### src/rtl/matrix_addr_seq_if.sv
// rtl/matrix_addr_seq_if.sv - request/address-stream interface for matrix_addr_seq
//
// Purpose: bundles the run request (start, mode), the address beat stream
// (out_valid/out_ready/addr/last/rep_idx) and the status flags (busy, done).
// master: the sequencer (drives the stream and status, receives start/mode/out_ready).
// slave : the requester/consumer (drives start/mode/out_ready, receives the rest).
// Parameters: AW = address width, RW = pass-index width; must match the
// widths derived inside the sequencer from ROWS/COLS/REPS.

interface matrix_addr_seq_if #(
    parameter int AW = 4,
    parameter int RW = 2
);
    logic          start;
    logic          mode;
    logic          out_ready;
    logic          out_valid;
    logic [AW-1:0] addr;
    logic          last;
    logic [RW-1:0] rep_idx;
    logic          busy;
    logic          done;

    modport master (
        input  start, mode, out_ready,
        output out_valid, addr, last, rep_idx, busy, done
    );

    modport slave (
        output start, mode, out_ready,
        input  out_valid, addr, last, rep_idx, busy, done
    );
endinterface

### src/rtl/matrix_addr_seq.sv
// rtl/matrix_addr_seq.sv - multi-pass matrix element address sequencer
//
// Purpose: on start, emits ROWS*COLS*REPS element addresses (r*COLS + c) over
// a valid/ready stream, REPS full passes of the matrix, column walk (r fastest)
// or row walk (c fastest). Addresses are built incrementally with adders only.
// Ports:
//   clk        - sole clock, rising edge
//   rst        - synchronous active-high reset, aborts any run (no done)
//   bus.start  - run request, sampled only in IDLE
//   bus.mode   - 0 = column walk, 1 = row walk; latched at start
//   bus.out_ready / bus.out_valid / bus.addr / bus.last / bus.rep_idx - beat stream
//   bus.busy   - high while the run is in progress
//   bus.done   - one-cycle pulse in the cycle after the final beat is accepted
// Configuration: macro MATRIX_ADDR_SEQ_ROWWALK_EN enables mode selection;
// without it mode is ignored and traversal is always column walk.

module matrix_addr_seq #(
    parameter int ROWS = 3,
    parameter int COLS = 3,
    parameter int REPS = 3
) (
    input  logic                clk,
    input  logic                rst,
    matrix_addr_seq_if.master   bus
);
    localparam int AW  = (ROWS * COLS > 1) ? $clog2(ROWS * COLS) : 1;
    localparam int RW  = (REPS > 1) ? $clog2(REPS) : 1;
    localparam int RBW = (ROWS > 1) ? $clog2(ROWS) : 1;
    localparam int CBW = (COLS > 1) ? $clog2(COLS) : 1;

    localparam logic [RBW-1:0] ROW_MAX  = RBW'(ROWS - 1);
    localparam logic [CBW-1:0] COL_MAX  = CBW'(COLS - 1);
    localparam logic [RW-1:0]  REP_MAX  = RW'(REPS - 1);
    localparam logic [AW-1:0]  COL_STEP = AW'(COLS);
    localparam logic           ONE_BEAT = (ROWS * COLS * REPS == 1);

    typedef enum logic [1:0] {
        S_IDLE = 2'd0,
        S_RUN  = 2'd1,
        S_FIN  = 2'd2
    } state_t;

    state_t         r_state;
    logic [RBW-1:0] r_row;
    logic [CBW-1:0] r_col;
    logic [RW-1:0]  r_rep;
    logic [AW-1:0]  r_addr;
    logic           r_mode;
    logic           r_valid;
    logic           r_last;
    logic           r_busy;
    logic           r_done;

    logic           w_mode_in;
    logic [RBW-1:0] w_row_nxt;
    logic [CBW-1:0] w_col_nxt;
    logic [RW-1:0]  w_rep_nxt;
    logic [AW-1:0]  w_addr_nxt;
    logic           w_last_nxt;
    logic           w_row_end;
    logic           w_col_end;
    logic           w_rep_end;

`ifdef MATRIX_ADDR_SEQ_ROWWALK_EN
    assign w_mode_in = bus.mode;
`else
    // Port kept for drop-in compatibility; its value never reaches the walk.
    assign w_mode_in = bus.mode & 1'b0;
`endif

    assign w_row_end = (r_row == ROW_MAX);
    assign w_col_end = (r_col == COL_MAX);
    assign w_rep_end = (r_rep == REP_MAX);

    // Position of the beat that follows the one currently presented.
    always_comb begin
        w_row_nxt  = r_row;
        w_col_nxt  = r_col;
        w_rep_nxt  = r_rep;
        w_addr_nxt = r_addr;
        if (w_row_end && w_col_end) begin
            // Bottom-right element ends a pass in both walk orders.
            w_row_nxt  = '0;
            w_col_nxt  = '0;
            w_addr_nxt = '0;
            w_rep_nxt  = w_rep_end ? '0 : r_rep + RW'(1);
        end else if (!r_mode) begin
            if (w_row_end) begin
                // Top of the next column: with r = 0 the address is just c.
                w_row_nxt  = '0;
                w_col_nxt  = r_col + CBW'(1);
                w_addr_nxt = AW'(r_col) + AW'(1);
            end else begin
                w_row_nxt  = r_row + RBW'(1);
                w_addr_nxt = r_addr + COL_STEP;
            end
        end else begin
            // Row walk is linear: wrapping c into the next row is still +1.
            if (w_col_end) begin
                w_col_nxt = '0;
                w_row_nxt = r_row + RBW'(1);
            end else begin
                w_col_nxt = r_col + CBW'(1);
            end
            w_addr_nxt = r_addr + AW'(1);
        end
        w_last_nxt = (w_row_nxt == ROW_MAX) && (w_col_nxt == COL_MAX) &&
                     (w_rep_nxt == REP_MAX);
    end

    always_ff @(posedge clk) begin
        if (rst) begin
            r_state <= S_IDLE;
            r_row   <= '0;
            r_col   <= '0;
            r_rep   <= '0;
            r_addr  <= '0;
            r_mode  <= 1'b0;
            r_valid <= 1'b0;
            r_last  <= 1'b0;
            r_busy  <= 1'b0;
            r_done  <= 1'b0;
        end else begin
            case (r_state)
                S_IDLE: begin
                    r_done <= 1'b0;
                    if (bus.start) begin
                        r_state <= S_RUN;
                        r_row   <= '0;
                        r_col   <= '0;
                        r_rep   <= '0;
                        r_addr  <= '0;
                        r_mode  <= w_mode_in;
                        r_valid <= 1'b1;
                        r_busy  <= 1'b1;
                        r_last  <= ONE_BEAT;
                    end
                end
                S_RUN: begin
                    if (r_valid && bus.out_ready) begin
                        if (r_last) begin
                            r_state <= S_FIN;
                            r_row   <= '0;
                            r_col   <= '0;
                            r_rep   <= '0;
                            r_addr  <= '0;
                            r_valid <= 1'b0;
                            r_busy  <= 1'b0;
                            r_last  <= 1'b0;
                            r_done  <= 1'b1;
                        end else begin
                            r_row  <= w_row_nxt;
                            r_col  <= w_col_nxt;
                            r_rep  <= w_rep_nxt;
                            r_addr <= w_addr_nxt;
                            r_last <= w_last_nxt;
                        end
                    end
                end
                S_FIN: begin
                    r_done  <= 1'b0;
                    r_state <= S_IDLE;
                end
                default: r_state <= S_IDLE;
            endcase
        end
    end

    assign bus.out_valid = r_valid;
    assign bus.addr      = r_addr;
    assign bus.last      = r_last;
    assign bus.rep_idx   = r_rep;
    assign bus.busy      = r_busy;
    assign bus.done      = r_done;

endmodule
### src/flat_wrapper.sv
// flat-port wrapper written by rule: the top's interface ports become plain ports
module matrix_addr_seq_flat 
#(
    parameter int ROWS = 3,
    parameter int COLS = 3,
    parameter int REPS = 3
)
  (clk, rst, bus_start, bus_mode, bus_out_ready, bus_out_valid, bus_addr, bus_last, bus_rep_idx, bus_busy, bus_done);
  matrix_addr_seq_if bus_i ();
  input  logic clk;
  input  logic rst;
  input wire logic [$bits(bus_i.start)-1:0] bus_start;
  input wire logic [$bits(bus_i.mode)-1:0] bus_mode;
  input wire logic [$bits(bus_i.out_ready)-1:0] bus_out_ready;
  output wire logic [$bits(bus_i.out_valid)-1:0] bus_out_valid;
  output wire logic [$bits(bus_i.addr)-1:0] bus_addr;
  output wire logic [$bits(bus_i.last)-1:0] bus_last;
  output wire logic [$bits(bus_i.rep_idx)-1:0] bus_rep_idx;
  output wire logic [$bits(bus_i.busy)-1:0] bus_busy;
  output wire logic [$bits(bus_i.done)-1:0] bus_done;
  assign bus_i.start = bus_start;
  assign bus_i.mode = bus_mode;
  assign bus_i.out_ready = bus_out_ready;
  assign bus_out_valid = bus_i.out_valid;
  assign bus_addr = bus_i.addr;
  assign bus_last = bus_i.last;
  assign bus_rep_idx = bus_i.rep_idx;
  assign bus_busy = bus_i.busy;
  assign bus_done = bus_i.done;
  matrix_addr_seq #(.ROWS(ROWS), .COLS(COLS), .REPS(REPS)) u_core (.clk(clk), .rst(rst), .bus(bus_i));
endmodule
### config.mk
export PLATFORM = sky130hd
export DESIGN_NAME = matrix_addr_seq_flat
export DESIGN_NICKNAME = d
export VERILOG_FILES = /design/src/rtl/matrix_addr_seq_if.sv /design/src/rtl/matrix_addr_seq.sv /design/src/flat_wrapper.sv
export SDC_FILE = /design/constraint.sdc
export NUM_CORES = 1
export LEC_CHECK = 0
export BUFFER_PORTS_ARGS = -buffer_cell sky130_fd_sc_hd__clkbuf_2
export CORE_MARGIN = 3
export CORE_UTILIZATION = 51
export DETAILED_ROUTE_END_ITERATION = 16
export GPL_TIMING_DRIVEN = 0
export PLACE_DENSITY = 0.75
export SYNTH_ARGS = -nofsm -noshare
export SYNTH_HDL_FRONTEND = slang
export SYNTH_SLANG_ARGS = --single-unit
### constraint.sdc
create_clock -name clk -period 2.15 [get_ports clk]
set_input_delay 0.43 -clock clk [delete_from_list [all_inputs] [get_ports clk]]
set_output_delay 0.43 -clock clk [all_outputs]
set_load 0.02 [all_outputs]
==> results.sh <==
export IMPL_outcome="finished clean"
export IMPL_final_fill_count=126
export IMPL_arrival_ns=1.89
export IMPL_drc=0
export IMPL_io_buffers=12
export IMPL_nets=107
export IMPL_dp_hpwl_mm=1.097
export IMPL_die_h_um=44.59
export IMPL_place_ws_ns=0.5060
export IMPL_grt_pass1_vias=545
export IMPL_synth_area_top_cells="dfxtp_1 (40%), ha_1 (4.9%), inv_1 (3.0%)"
export IMPL_antenna_found_initial=0
export IMPL_first_iter_violations=22
export IMPL_worst_hold_slack_ns=0.4393
export IMPL_clockBufferDepth=2
export IMPL_core_area_um2=1350
export IMPL_final_cells=113
export IMPL_worst_endpoint_required_ns=2.36
export IMPL_cts_hold_buf=0
export IMPL_track_usage_pct=16.74
export IMPL_syn_avg_cell_area_um2=9.262
export IMPL_maxCapViolCount=0
export IMPL_power_leakage_nw=0.3683
export IMPL_antenna_cells=0
export IMPL_start_util_pct=56.26
export IMPL_cp_end_kind="register"
export IMPL_synth_top_area_share_pct=39.54
export IMPL_area_growth_pct=14.00
export IMPL_min_period_over_period_pct=77.97
export IMPL_cts_root_buf="clkbuf_4"
export IMPL_grt_overflow_total=0
export IMPL_max_freq_mhz=596.5
export IMPL_fin_setup_tns_ns=0
export IMPL_dp_cells=109
export IMPL_synth_net_count=90
export IMPL_ys_warn_count=0
export IMPL_rows=13
export IMPL_chipWidth_um=44.59
export IMPL_grt_pass1_wl_mm=2.442
export IMPL_die_area_um2=1988
export IMPL_powerDensity_nw_per_um2=591.1
export IMPL_async_flop_share_pct=0
export IMPL_synth_top_cell_by_area="dfxtp_1"
export IMPL_clk_latency_ns=0.29
export IMPL_setup_viol=0
export IMPL_placed_area_um2=838.3
export IMPL_synth_area_um2=759.5
export IMPL_drive_gt1_share_pct=28.57
export IMPL_tightestPinTransition_ns=0.5658
export IMPL_fin_ws_ns=0.4736
export IMPL_finalWirelength_mm=1.506
export IMPL_hold_class="in -> reg"
export IMPL_startpoint_type="register"
export IMPL_skew_ns=0.003226
export IMPL_antenna_left=0
export IMPL_ys_types=40
export IMPL_htree_levels=1
export IMPL_synth_seq_cells=15
export IMPL_ys_flop_type="dfxtp_1"
export IMPL_hold_violations=0
export IMPL_grt_max_degree=11
export IMPL_io_pins=15
export IMPL_cts_tree="done"
export IMPL_netlist_instances=82
export IMPL_wl_per_cell_um=13.33
export IMPL_via_per_inst=5.850
export IMPL_vias=661
export IMPL_numClockSinks=15
export IMPL_ir_drop_mv=0.3879
export IMPL_post_cts_buffers=0
export IMPL_cts_buffers=3
export IMPL_firstDrtPassIters=4
export IMPL_relSlewSlack_pct=62.10
export IMPL_path_clk_slew_ns=0.09
export IMPL_synth_edff_count=0
export IMPL_gp_congestion=0.7944
export IMPL_maxSlewViolCount=0
export IMPL_rsz0062_at_grt="false"
export IMPL_cts_resized=0
export IMPL_period_minus_slack_ns=1.676
export IMPL_synth_seq_area_share_pct=39.54
export IMPL_worst_path_max_fanout=5
export IMPL_design_area_um2=865.8
export IMPL_crit_type="reg -> reg"
==> sequential cells by signal, indices dropped and copies added (netlist names) <==
signal	count
u_core.bus.addr	4
u_core.bus.done	1
u_core.bus.rep_idx	2
u_core.r_state	2
u_core.bus.last	1
u_core.bus.busy	1
u_core.r_row	2
u_core.r_col	2
==> final timing paths <==
path / from / to / slack, ns / cells after the start
worst max-delay path: u_core.r_col[0] / u_core.bus.addr[0] / 0.47 / 6
worst min-delay path: rst / u_core.bus.last / 0.44 / 2
worst max register to register: u_core.r_col[0] / u_core.bus.addr[0] / 0.47 / 6
worst min register to register: u_core.bus.addr[1] / u_core.bus.addr[1] / 0.50 / 2
==> cell usage after synthesis (all sizes together) (2+ instances only) <==
cell type	instances
nand4	3
o21ai	3
ha	3
nor2	6
o22ai	2
nor3b	4
dfxtp	15
nor3	3
a31o	2
buf	2
and3	2
a21oi	4
and2	2
a31oi	2
inv	6
nand2	5
==> final cells by class <==
class / instances / area [um^2] / share of cell area, %
Buffer: 2 / 12.51 / 1.445
Multi-Input combinational cell: 59 / 424.2 / 48.99
Timing Repair Buffer: 12 / 60.06 / 6.936
Sequential cell: 15 / 300.3 / 34.68
Inverter: 6 / 22.52 / 2.601
Tap cell: 15 / 18.77 / 2.168
Clock buffer: 3 / 22.52 / 2.601
Clock inverter: 1 / 5.005 / 0.5780
==> cells in the final DEF (no fill, tap or decap), types with 2 or more instances in the layout <==
master / n
nor3b_1: 2
o21ai_0: 3
nand4_1: 2
nor3_1: 3
and2_1: 2
a31o_2: 2
clkbuf_2: 12
a31oi_1: 2
ha_1: 3
o22ai_1: 2
nor2_1: 5
inv_1: 6
a21oi_1: 4
nand2_1: 5
clkbuf_4: 3
dfxtp_1: 15
==> report_power, final <==
group | internal, W | switching (W)
Clock | 0.0000693 | 0.0000973
Combinational | 0.0000224 | 0.0000322
Sequential | 0.000283 | 0.00000787
Total | 0.000374 | 0.000137
==> stage by stage <==
step           total power, W  utilization (%)
2_1_floorplan       0.0003353                -
3_3_place_gp        0.0003505            62.09
3_5_place_dp        0.0003514            62.09
4_1_cts             0.0005187            64.13
5_1_grt             0.0005293            64.13
6_report            0.0005118            64.13
==> kinds of logic (layout without fill, tap and decap cells) <==
family                     after synthesis  in the layout  synth area share (%)
AOI/OAI and AO/OA                       22             22                 21.09
and+or+nand+nor                         32             32                 27.18
xor gates and xnor gates                 1              1                 1.153
muxes                                    1              1                 1.483
adders and majority gates                3              3                 4.943
buffers and inverters                    8             24                 4.612
DFF                                     15             15                 39.54
==> per-layer routing <==
| metal | global-route usage, % | vias to the layer above | routed length, um | part of all wire (%) |
|---|---|---|---|---|
| met5 | 0 | - | 0 | 0 |
| met4 | 10.84 | 0 | 36 | 2.4 |
| met3 | 2.439 | 5 | 76 | 5.0 |
| met2 | 24.07 | 21 | 678 | 45 |
| met1 | 22.96 | 298 | 715 | 47 |
| li1 | - | 337 | - | - |
==> critical path, stage by stage, from the launching register on <==
cell,delay (ns)
dfxtp_1,0.41
inv_1,0.09
ha_1,0.24
or3b_1,0.42
nor2_2,0.12
nand2_1,0.07
a311oi_2,0.25
No activity file was read; power rests on OpenSTA's default activity.
